--- config.mk ---
export PLATFORM = sky130hd
export DESIGN_NAME = imm_gen_pipe_flat
export DESIGN_NICKNAME = d
export VERILOG_FILES = /design/src/rtl/imm_gen_pipe_if.sv /design/src/rtl/imm_gen_pipe.sv /design/src/flat_wrapper.sv
export SDC_FILE = /design/constraint.sdc
export NUM_CORES = 1
export LEC_CHECK = 0
export CAP_MARGIN = 20
export CELL_PAD_IN_SITES_DETAIL_PLACEMENT = 1
export CELL_PAD_IN_SITES_GLOBAL_PLACEMENT = 2
export CORE_ASPECT_RATIO = 0.9
export CORE_MARGIN = 5
export CORE_UTILIZATION = 28
export CTS_CLUSTER_DIAMETER = 60
export DETAILED_ROUTE_END_ITERATION = 10
export PLACE_DENSITY_LB_ADDON = 0.15
export SLEW_MARGIN = 20
export SYNTH_ARGS = -nofsm -noshare
export SYNTH_HDL_FRONTEND = slang
export SYNTH_SLANG_ARGS = --single-unit
export TNS_END_PERCENT = 20
--- constraint.sdc ---
create_clock -name clk -period 3.6 [get_ports clk]
set_input_delay 0.72 -clock clk [delete_from_list [all_inputs] [get_ports clk]]
set_output_delay 0.72 -clock clk [all_outputs]
set_load 0.02 [all_outputs]
--- src/rtl/imm_gen_pipe_if.sv ---
// -----------------------------------------------------------------------------
// imm_gen_pipe_if
//   Handshake/data bundle for the elastic immediate generator.
//   Upstream side : valid_i, ready_o, instr_i, sel_i, tag_i
//   Downstream side: valid_o, ready_i, imm_o, illegal_o, tag_o
//   master = the agent driving requests and accepting results
//   slave  = the immediate generator itself
// -----------------------------------------------------------------------------
interface imm_gen_pipe_if #(
   parameter int XLEN  = 32,
   parameter int TAG_W = 5
);
   logic              valid_i;
   logic              ready_o;
   logic [31:0]       instr_i;
   logic [2:0]        sel_i;
   logic [TAG_W-1:0]  tag_i;
   logic              valid_o;
   logic              ready_i;
   logic [XLEN-1:0]   imm_o;
   logic              illegal_o;
   logic [TAG_W-1:0]  tag_o;

   modport master (
      output valid_i, instr_i, sel_i, tag_i, ready_i,
      input  ready_o, valid_o, imm_o, illegal_o, tag_o
   );

   modport slave (
      input  valid_i, instr_i, sel_i, tag_i, ready_i,
      output ready_o, valid_o, imm_o, illegal_o, tag_o
   );
endinterface

--- src/rtl/imm_gen_pipe.sv ---
// -----------------------------------------------------------------------------
// imm_gen_pipe
//   Elastic immediate generator for the decode stage. Decodes the immediate of
//   a raw instruction for the selected format, sign-extends it to XLEN and
//   carries it (with illegal flag and tag) through DEPTH valid/ready register
//   stages. Bubbles collapse, so up to DEPTH results can be buffered.
// Ports
//   clk, rst        clock (rising edge), synchronous active-high reset
//   bus (slave)     request side valid_i/ready_o/instr_i/sel_i/tag_i,
//                   result side valid_o/ready_i/imm_o/illegal_o/tag_o
//   clr_cnt_i       synchronous clear of illegal_cnt_o (wins over increment)
//   illegal_cnt_o   saturating count of illegal results delivered downstream
// -----------------------------------------------------------------------------
module imm_gen_pipe #(
   parameter int XLEN  = 32,
   parameter int DEPTH = 1,
   parameter int TAG_W = 5,
   parameter int CNT_W = 16
) (
   input  logic             clk,
   input  logic             rst,
   imm_gen_pipe_if.slave    bus,
   input  logic             clr_cnt_i,
   output logic [CNT_W-1:0] illegal_cnt_o
);

   // Formats: 000 none, 001 I, 010 S, 011 B, 100 U, 101 J, 110 shamt, 111 illegal.
   // The 32-bit intermediate is signed so the final size cast sign-extends.
   function automatic logic signed [XLEN-1:0] gen_imm(input logic [31:0] ins,
                                                       input logic [2:0]  sel);
      logic signed [31:0] w;
      logic               s;
      s = ins[31];
      case (sel)
         3'b001:  w = {{20{s}}, ins[31:20]};
         3'b010:  w = {{20{s}}, ins[31:25], ins[11:7]};
         3'b011:  w = {{20{s}}, ins[7], ins[30:25], ins[11:8], 1'b0};
         3'b100:  w = {ins[31:12], 12'b0};
         3'b101:  w = {{12{s}}, ins[19:12], ins[20], ins[30:21], 1'b0};
         3'b110:  w = (XLEN == 64) ? {26'b0, ins[25:20]} : {27'b0, ins[24:20]};
         default: w = '0;
      endcase
      return XLEN'(w);
   endfunction

   function automatic logic [CNT_W-1:0] sat_inc(input logic [CNT_W-1:0] c);
      return (&c) ? c : c + 1'b1;
   endfunction

   logic [DEPTH-1:0]         vld_p;
   logic [DEPTH-1:0]         adv;
   logic signed [XLEN-1:0]   imm_p [DEPTH];
   logic                     ill_p [DEPTH];
   logic [TAG_W-1:0]         tag_p [DEPTH];
   logic [CNT_W-1:0]         cnt;
   logic                     unused_opcode;

   // Opcode bits never contribute to any immediate.
   assign unused_opcode = ^bus.instr_i[6:0];

   // Stage k moves when any later stage is empty or the tail is being drained;
   // written as a closed form so each advance depends only on valids/ready_i.
   always_comb begin
      adv = '0;
      for (int k = 0; k < DEPTH; k++) begin
         adv[k] = bus.ready_i;
         for (int j = k + 1; j < DEPTH; j++) begin
            if (!vld_p[j]) adv[k] = 1'b1;
         end
      end
   end

   assign bus.ready_o = !vld_p[0] || adv[0];

   always_ff @(posedge clk) begin
      if (rst) begin
         vld_p <= '0;
         cnt   <= '0;
         for (int k = 0; k < DEPTH; k++) begin
            imm_p[k] <= '0;
            ill_p[k] <= 1'b0;
            tag_p[k] <= '0;
         end
      end else begin
         // ---- stage 0: capture decoded immediate on acceptance ----
         if (bus.ready_o) begin
            vld_p[0] <= bus.valid_i;
            if (bus.valid_i) begin
               imm_p[0] <= gen_imm(bus.instr_i, bus.sel_i);
               ill_p[0] <= (bus.sel_i == 3'b111);
               tag_p[0] <= bus.tag_i;
            end
         end
         // ---- stages 1..DEPTH-1: shift forward when the slot frees up ----
         for (int k = 1; k < DEPTH; k++) begin
            if (!vld_p[k] || adv[k]) begin
               vld_p[k] <= vld_p[k-1];
               if (vld_p[k-1]) begin
                  imm_p[k] <= imm_p[k-1];
                  ill_p[k] <= ill_p[k-1];
                  tag_p[k] <= tag_p[k-1];
               end
            end
         end
         // ---- output: count illegal results as they leave ----
         if (clr_cnt_i)
            cnt <= '0;
         else if (vld_p[DEPTH-1] && bus.ready_i && ill_p[DEPTH-1])
            cnt <= sat_inc(cnt);
      end
   end

   assign bus.valid_o   = vld_p[DEPTH-1];
   assign bus.imm_o     = imm_p[DEPTH-1];
   assign bus.illegal_o = ill_p[DEPTH-1];
   assign bus.tag_o     = tag_p[DEPTH-1];
   assign illegal_cnt_o = cnt;

endmodule

--- src/flat_wrapper.sv ---
// flat-port wrapper written by rule: the top's interface ports become plain ports
module imm_gen_pipe_flat 
#(
   parameter int XLEN  = 32,
   parameter int DEPTH = 1,
   parameter int TAG_W = 5,
   parameter int CNT_W = 16
)
  (clk, rst, clr_cnt_i, illegal_cnt_o, bus_valid_i, bus_instr_i, bus_sel_i, bus_tag_i, bus_ready_i, bus_ready_o, bus_valid_o, bus_imm_o, bus_illegal_o, bus_tag_o);
  imm_gen_pipe_if #(.XLEN(XLEN), .TAG_W(TAG_W)) bus_i ();
  input  logic clk;
  input  logic rst;
  input  logic clr_cnt_i;
  output logic [CNT_W-1:0] illegal_cnt_o;
  input wire logic [$bits(bus_i.valid_i)-1:0] bus_valid_i;
  input wire logic [$bits(bus_i.instr_i)-1:0] bus_instr_i;
  input wire logic [$bits(bus_i.sel_i)-1:0] bus_sel_i;
  input wire logic [$bits(bus_i.tag_i)-1:0] bus_tag_i;
  input wire logic [$bits(bus_i.ready_i)-1:0] bus_ready_i;
  output wire logic [$bits(bus_i.ready_o)-1:0] bus_ready_o;
  output wire logic [$bits(bus_i.valid_o)-1:0] bus_valid_o;
  output wire logic [$bits(bus_i.imm_o)-1:0] bus_imm_o;
  output wire logic [$bits(bus_i.illegal_o)-1:0] bus_illegal_o;
  output wire logic [$bits(bus_i.tag_o)-1:0] bus_tag_o;
  assign bus_i.valid_i = bus_valid_i;
  assign bus_i.instr_i = bus_instr_i;
  assign bus_i.sel_i = bus_sel_i;
  assign bus_i.tag_i = bus_tag_i;
  assign bus_i.ready_i = bus_ready_i;
  assign bus_ready_o = bus_i.ready_o;
  assign bus_valid_o = bus_i.valid_o;
  assign bus_imm_o = bus_i.imm_o;
  assign bus_illegal_o = bus_i.illegal_o;
  assign bus_tag_o = bus_i.tag_o;
  imm_gen_pipe #(.XLEN(XLEN), .DEPTH(DEPTH), .TAG_W(TAG_W), .CNT_W(CNT_W)) u_core (.clk(clk), .rst(rst), .bus(bus_i), .clr_cnt_i(clr_cnt_i), .illegal_cnt_o(illegal_cnt_o));
endmodule
[Word level (Yosys, flattened, before mapping)]
Memory sizes are Yosys's and may differ from the RTL's.
Index checks and enable logic that the tools add are counted.
Word-level totals
  register bits after elaboration: 17
  RAM bits: 38
  input port bits: 45
  output and inout port bits: 56
  logic and storage cells: 40
  memories: 3
Memory list
  u_core.imm_p: words 1, bits a word 32, rd ports 1, clocked after memory_dff 0, wr ports 1, line imm_gen_pipe.sv:52  | logic signed [XLEN-1:0] imm_p [DEPTH];
  u_core.tag_p: words 1, bits a word 5, rd ports 1, clocked after memory_dff 0, wr ports 1, line imm_gen_pipe.sv:54  | logic [TAG_W-1:0] tag_p [DEPTH];
  u_core.ill_p: words 1, bits a word 1, rd ports 1, clocked after memory_dff 0, wr ports 1, line imm_gen_pipe.sv:53  | logic ill_p [DEPTH];
Operators by class
  add/sub/neg operators: 1
  equal/unequal tests: 7
  muxes and demuxes: 16
  bitwise logic cells: 1
  reduce and logical (&&, ||, !) cells: 10
Operators with widths (count)
  $pmux 32 s6: 1
  $mux 32: 4
  $reduce_or 32->1: 1
  $add 16x1->16 const B: 1
  $reduce_and 16->1: 1
  $eq 3x3->1 const B: 4
  $mux 1: 10
  $eq 3x2->1 const B: 2
  $mux 5: 1
  $reduce_or 5->1: 1
  $eq 3x1->1 const B: 1
  $logic_and 1x1->1: 2
  $reduce_and 2->1: 1
  $reduce_or 2->1: 1
  $logic_not 1->1: 1
  $logic_or 1x1->1: 1
  $not 1->1: 1
  $reduce_or 1->1: 1

[Logic depth before layout (Yosys ltp)]
Gate-level depths: netlist (run 1).
  depth in word-level cells: 7
  mapped depth: 6
  mapped depth without buffers: 5

[Worst setup path before layout (run 1)]
OpenSTA, ideal clock, no wires.
  path type: input to register
  start point: in bus_ready_i
  end point: mem u_core.ill_p[0] (enable)
  data arrival time: 1989 ps
  data required time: 3199 ps
  path slack: 1210 ps
  stages: 3
  cells stage by stage: nand2b_1 -> nand2_1 -> nand2b_1
Between the ends
  word-level cells in the longest chain between the ends: 6
RTL lines
  start: declaration: line flat_wrapper.sv:19  | input wire logic [$bits(bus_i.ready_i)-1:0] bus_ready_i;
  $logic_or 1x1->1 *: line imm_gen_pipe.sv:73  | assign bus.ready_o = !vld_p[0] || adv[0];
  $mux 1 *: line imm_gen_pipe.sv:86  | if (bus.ready_o) begin
  $mux 1 *: line imm_gen_pipe.sv:76  | if (rst) begin
  $mux 1 (not written as such) *: line imm_gen_pipe.sv:90  | ill_p[0] <= (bus.sel_i == 3'b111);
  $reduce_or 1->1 (no source line)
  $mux 1 (no source line) *
  end: declaration: line imm_gen_pipe.sv:53
Every way passes the cells marked *; elsewhere a longest branch is shown, timed or not.

[Worst setup path in the final report (run 1)]
  start point: in bus_ready_i
  end point: out bus_ready_o
Between the ends
  word-level cells in the longest chain between the ends: 1
RTL lines
  $logic_or 1x1->1: line imm_gen_pipe.sv:73
  end: declaration: line flat_wrapper.sv:20  | output wire logic [$bits(bus_i.ready_o)-1:0] bus_ready_o;
No other way between the ends.

==> results of run 1 <==
stage by stage:
stage               instances  hold slack, ps  cell area [sq um]  worst slack [ps]
finish                    464           543.3               3790             796.4
global route              464           583.6               3790             712.1
CTS                       464           546.9               3790             785.0
detailed placement        456           530.9               3679             795.1
global placement          456           523.0               3679             788.6
floorplan                 251           586.5               2611              1210
area by class of cell:
class / count / area share [%]
clock inverters: 3 / 1.122
well taps: 122 / 4.028
repair buffers: 98 / 25.55
clock buffers: 5 / 1.816
multi-input cells: 178 / 28.10
inverters: 3 / 0.2971
flip-flops and latches: 55 / 39.09
cell families (layout without fill, tap and decap cells):
kind of cell | Yosys count | in the layout | synth area share [%]
and+or+nand+nor | 100 | 100 | 21.13
AOI/OAI and AO/OA | 75 | 75 | 18.30
DFF | 55 | 55 | 56.73
buffers and inverters | 18 | 109 | 2.587
muxes | 2 | 2 | 0.7667
adders and majority gates | 1 | 1 | 0.4791
metal layers:
layer / share of wire [%] / vias up / global-route usage [%]
met3: 9.5 / 2 / 5.735
met4: 0.52 / 0 / 2.806
li1: - / 1120 / -
met5: 0 / - / 0
met2: 44 / 68 / 20.88
met1: 46 / 1103 / 16.69
power groups by stage:
stage          Combinational [W]  Sequential (W)  Clock, W
3_5_place_dp            0.000234        0.000735         0
3_3_place_gp            0.000232        0.000734         0
4_1_cts                 0.000235        0.000720  0.000445
2_1_floorplan          0.0000611        0.000777         0
6_report                0.000230        0.000719  0.000426
5_1_grt                 0.000248        0.000723  0.000470
worst max-delay path: stages:
cell and delay (ps):
clkdlybuf4s50_1 510, nand2b_1 200, clkdlybuf4s50_1 650
flip-flops by register name, summed over array words and instances (netlist names):
signal,flops
u_core.bus.valid_o,1
u_core.ill_p,1
u_core.illegal_cnt_o,16
u_core.imm_p,32
u_core.tag_p,5
worst min path at each step:
stage                                            end  slack, ps  cells after the start
2_1_floorplan   u_core.illegal_cnt_o[9]$_SDFFE_PP0P_        590                      2
5_1_grt        u_core.illegal_cnt_o[13]$_SDFFE_PP0P_        580                      2
3_5_place_dp   u_core.illegal_cnt_o[10]$_SDFFE_PP0P_        530                      1
4_1_cts        u_core.illegal_cnt_o[10]$_SDFFE_PP0P_        550                      1
3_3_place_gp    u_core.illegal_cnt_o[9]$_SDFFE_PP0P_        520                      2
6_report       u_core.illegal_cnt_o[10]$_SDFFE_PP0P_        540                      1
cell usage after synthesis, drive strengths merged, types with 2 or more instances:
library cell / n / share of area, %
and3: 3 / 0.72
clkbuf: 14 / 2.0
nor4: 2 / 0.72
o21ai: 6 / 1.2
nand4: 6 / 1.7
nor2b: 3 / 0.72
and4: 2 / 0.67
a21bo: 4 / 1.5
a21oi: 35 / 6.7
nand3b: 3 / 0.86
nor3: 3 / 0.57
nand2: 30 / 4.3
nand2b: 7 / 1.7
nor2: 10 / 1.4
dfxtp: 17 / 13
a211oi: 3 / 0.86
or3: 6 / 1.4
a21o: 10 / 2.9
and2: 11 / 2.6
o311ai: 4 / 1.3
o31ai: 4 / 1.2
edfxtp: 38 / 44
nand3: 6 / 1.2
a31oi: 4 / 0.96
or4: 4 / 1.3
o41ai: 4 / 1.3
inv: 3 / 0.43
mux2i: 2 / 0.77
==> reports/qor.yml, run 1 <==
global_routing:
  grt_max_degree: 39
  antenna_found_initial: 0
  grt_util_all_layers_pct: 13.11
  grt-ovfl-total: 0
  grt_pass1_vias: 2388
  grt_pass1_wl_mm: 12.14
synth:
  synth_seq_area_share_pct: 56.73
  synth_cell_types: 38
  synth_cells: 251
  avgSynthCellArea_sq_um: 10.40
  async_flop_share_pct: 0
  syn_area_sq_um: 2611
  synth_edf_count: 38
  syn_nets: 297
  synthFlopType: "edfxtp_1"
  yosys_warnings: 0
  ys_ff_latch: 55
cells_and_area:
  multiInputGateArea_sq_um: 1065
  mostFrequentLayoutCell: "clkdlybuf4s50_1"
  drive_above_1_share_pct: 6.433
  fillCellCount: 1017
  diodes: 0
  final_core_util_pct: 41.53
  syn2layout_area_growth_pct: 45.14
  final_cell_mix: "clkdlybuf4s50_1, edfxtp_1, a21oi_1"
  num-nets-final: 387
  regArea_sq_um: 1481
clocking:
  ctsResizeCount: 0
  cts_hold_buf: 0
  cts_buffer_depth: 2
  cts_setup_buffers: 0
  clockRootBuffer: "clkbuf_8"
  htreeDepth: 2
  worstSkewPairLatency_ps: 310
  cts-buffers-inserted: 5
  clk_pin_slew_ps: 100
  cts_tree: "built"
  clock-sinks: 55
drt:
  route.detailed.drc: 0
  drt_first_pass_iters: 4
  wl_mm: 7.539
  vias: 2293
  ant_nets: 0
  drtIter0Drc: 57
  wl_per_cell_um: 16.25
  viasPerCell: 4.942
setup_path:
  cp-end-kind: "output port"
  reg2regPathDepth: 4
  crit_start: "bus_ready_i"
  crit_fanout: 4
  r2r-start: "u_core.ill_p[0]$_DFFE_PP_"
  startpoint_type: "input pin"
  cp.required_ps: 2880
  arrival_ps: 2080
  worstSetupPathType: "input pin to output port"
  rrSetupSlack_ps: 1650
  reg2reg_to: "u_core.illegal_cnt_o[13]$_SDFFE_PP0P_"
  crit_path_end: "bus_ready_o"
die:
  die_y_um: 101.6
  start_util_pct: 28.62
  rows: 33
  dieArea_sq_um: 11360
  fp.coreArea_sq_um: 9125
  ioPinCount: 101
  die_x_um: 111.8
placement:
  place.gp.congestion: 0.7349
  hpwl_mm: 5.424
  portBuffers: 93
sta:
  tns_ps: 0
  rsz0062_at_grt: "false"
  fmax_mhz: 356.7
  finalHoldViolCount: 0
  slew_headroom_pct: 46.92
  fin_skew_ps: 5.803
  finalMaxSlewViolations: 0
  setup_viol: 0
  fin_crit_ps: 2804
  tightest_slew_ps: 791.4
  timing.final.crit_share_pct: 77.88
pwr:
  p_sw_share_pct: 25.09
  power_density_nw_per_um2: 363.0
  power.internal_w: 0.001031
  switchingPower_w: 0.0003452
  ir_drop_mv: 0.1843
  power_frac_comb_pct: 16.8
  clock_power_share_pct: 31.0
  totalPowerFinal_w: 0.001376
  seq_power_share_pct: 52.3
  p_leak_nw: 1.291
outcome:
  status: "completed"
worst_hold_path:
  min_path_type: "flop to flop"
  min_from: "u_core.illegal_cnt_o[10]$_SDFFE_PP0P_"
flow_run:
  maxCapViolations: 0
Power figures use the tool's default switching activity.
==> inputs of run 2 (changes only) <==
--- a/config.mk
+++ b/config.mk
@@ -10,7 +10,7 @@
 export CELL_PAD_IN_SITES_GLOBAL_PLACEMENT = 2
 export CORE_ASPECT_RATIO = 0.9
 export CORE_MARGIN = 5
-export CORE_UTILIZATION = 28
+export CORE_UTILIZATION = 23
 export CTS_CLUSTER_DIAMETER = 60
 export DETAILED_ROUTE_END_ITERATION = 10
 export PLACE_DENSITY_LB_ADDON = 0.15
==> constraint.sdc (replaced) <==
create_clock -name clk -period 2.4 [get_ports clk]
set_input_delay 0.48 -clock clk [delete_from_list [all_inputs] [get_ports clk]]
set_output_delay 0.48 -clock clk [all_outputs]
set_load 0.02 [all_outputs]
==> reports/qor.yml, run 2 (synthesized netlist as in run 1, its figures left out) <==
outcome:
  status: "completed"  # unchanged
cells_and_area:
  syn2layout_area_growth_pct: 51.99  # was 45.14%
  num-nets-final: 397  # was 387
  top_register: "u_core.imm_p"  # unchanged
  final-instance-count-excl-fill: 508  # was 464
  final_cell_mix: "clkdlybuf4s50_1, edfxtp_1, a21oi_1"  # unchanged
  drive_above_1_share_pct: 9.091  # was 6.433%
  mostFrequentLayoutCell: "clkdlybuf4s50_1"  # unchanged
  largest_reg_flops: 32  # unchanged
  diodes: 0  # unchanged
sta:
  tightest_slew_ps: 536.0  # was 791.4 ps
  setup_viol: 0  # unchanged
  slew_headroom_pct: 63.97  # was 46.92%
  tns_ps: 0  # unchanged
  fin_skew_ps: 7.698  # was 5.803 ps
  fin_crit_ps: 2302
  rsz0062_at_grt: "false"  # unchanged
  finalMaxSlewViolations: 0  # unchanged
  timing.final.crit_share_pct: 95.93
  finalHoldViolCount: 0  # unchanged
  fmax_mhz: 434.4
global_routing:
  antenna_found_initial: 0  # unchanged
  grt_max_degree: 27  # was 39
  grt_util_all_layers_pct: 12.00  # was 13.11%
  grt-ovfl-total: 0  # unchanged
  grt.met1_usage_pct: 15.60  # was 16.69%
  grt_pass1_vias: 2478  # was 2388
  grtUsageMet3_pct: 5.153  # was 5.735%
  grt_pass1_wl_mm: 12.97  # was 12.14 mm
  grt.met2_usage_pct: 18.46  # was 20.88%
  top_usage_layer: "met2"  # unchanged
placement:
  portBuffers: 93  # unchanged
  hpwl_mm: 5.964  # was 5.424 mm
  place.gp.congestion: 0.7539  # was 0.7349
  placedCellCount: 500  # was 456
clocking:
  worstSkewPairLatency_ps: 290  # was 310 ps
  cts-buffers-inserted: 5  # unchanged
  cts_buffer_depth: 2  # unchanged
  clock-sinks: 55  # unchanged
  clockRootBuffer: "clkbuf_16"  # was clkbuf_8
  clk_pin_slew_ps: 70  # was 100 ps
  cts_hold_buf: 0  # unchanged
  ctsResizeCount: 0  # unchanged
  cts_setup_buffers: 0  # unchanged
  htreeDepth: 2  # unchanged
  cts_tree: "built"  # unchanged
die:
  rows: 37  # was 33
  die_y_um: 111.1  # was 101.6 um
  dieArea_sq_um: 13590  # was 11360 sq um
  fp.coreArea_sq_um: 11300  # was 9125 sq um
  ioPinCount: 101  # unchanged
  die_x_um: 122.3  # was 111.8 um
  start_util_pct: 23.12  # was 28.62%
setup_path:
  cp-end-kind: "output port"  # unchanged
  startpoint_type: "input pin"  # unchanged
  arrival_ps: 1820  # was 2080 ps
  crit_fanout: 4  # unchanged
  worstSetupPathType: "input pin to output port"  # unchanged
  cp.required_ps: 1920  # was 2880 ps
drt:
  vias: 2281  # was 2293
  ant_nets: 0  # unchanged
  wl_mm: 7.974  # was 7.539 mm
  drtIter0Drc: 114  # was 57
  drt_first_pass_iters: 4  # unchanged
  wl_per_cell_um: 15.70  # was 16.25 um
  viasPerCell: 4.490  # was 4.942
  route.detailed.drc: 0  # unchanged
worst_hold_path:
  min_path_type: "flop to flop"  # unchanged
pwr:
  power_density_nw_per_um2: 554.4  # was 363.0 nW/um^2
  ir_drop_mv: 0.2285  # was 0.1843 mV
  p_leak_nw: 1.367  # was 1.291 nW
flow_run:
  maxCapViolations: 0  # unchanged
## run 2: changes by cell type in the layout (fill, tap and decap cells not counted)
cell	change
clkinv_2	+1
clkbuf_8	-4
clkbuf_1	+1
inv_6	-1
buf_12	+2
bufinv_16	-1
clkbuf_16	+5
clkinv_1	-1
buf_4	+8
## run 2: through the flow
stage               power [W]  hold WS [ps]  utilization [%]  setup WS [ps]  cell area [sq um]
global placement     0.001472         530.6            33.83          46.14               3821
detailed placement   0.001473         538.4            33.83          19.77               3821
CTS                  0.002249         549.0            35.14          85.68               3969
global route         0.002310         587.7            35.14          31.50               3969
floorplan            0.001257         549.1                -          249.8               2611
finish               0.002200         551.7            35.14          97.73               3969
## run 2: final cells by class
type                            count  area, sq um
Tap cell                          156        195.2
Clock inverter                      1        5.005
Inverter                            3        11.26
Timing Repair Buffer              108         1069
Sequential cell                    55         1481
Multi-Input combinational cell    178         1065
Clock buffer                        7        142.6
Fill cell                        1281         7327
## run 2: per-layer routing
metal  vias to the layer above  wire [um]
li1                       1153          -
met1                      1063       3733
met4                         0         74
met3                         7        643
met2                        58       3522
met5                         -          0
## run 2: critical path: stages
cell and delay [ps]:
clkdlybuf4s50_1 510, nand2b_1 200, clkdlybuf4s50_1 630
## run 2: path summary, 6_finish.rpt
check / startpoint / end / slack (ps) / cells past startpoint
setup / recovery: bus_ready_i / bus_ready_o / 100 / 3
hold reg to reg: u_core.illegal_cnt_o[10]$_SDFFE_PP0P_ / u_core.illegal_cnt_o[10]$_SDFFE_PP0P_ / 550 / 1
hold / removal: u_core.illegal_cnt_o[10]$_SDFFE_PP0P_ / u_core.illegal_cnt_o[10]$_SDFFE_PP0P_ / 550 / 1
setup reg to reg: u_core.illegal_cnt_o[5]$_SDFFE_PP0P_ / u_core.illegal_cnt_o[11]$_SDFFE_PP0P_ / 470 / 5
## run 2: power by group
part	internal [W]	switching (W)	total [W]
clock network	0.000416	0.000340	0.000756
registers	0.00106	0.0000154	0.00108
logic	0.000182	0.000183	0.000365
total	0.00166	0.000538	0.00220
==> inputs of run 3 (changes only) <==
--- a/config.mk
+++ b/config.mk
@@ -14,7 +14,6 @@
 export CTS_CLUSTER_DIAMETER = 60
 export DETAILED_ROUTE_END_ITERATION = 10
 export PLACE_DENSITY_LB_ADDON = 0.15
-export SLEW_MARGIN = 20
 export SYNTH_ARGS = -nofsm -noshare
 export SYNTH_HDL_FRONTEND = slang
 export SYNTH_SLANG_ARGS = --single-unit
==> results of run 3 <==
No change in the layout: final DEF, timing and power equal those of run 2.
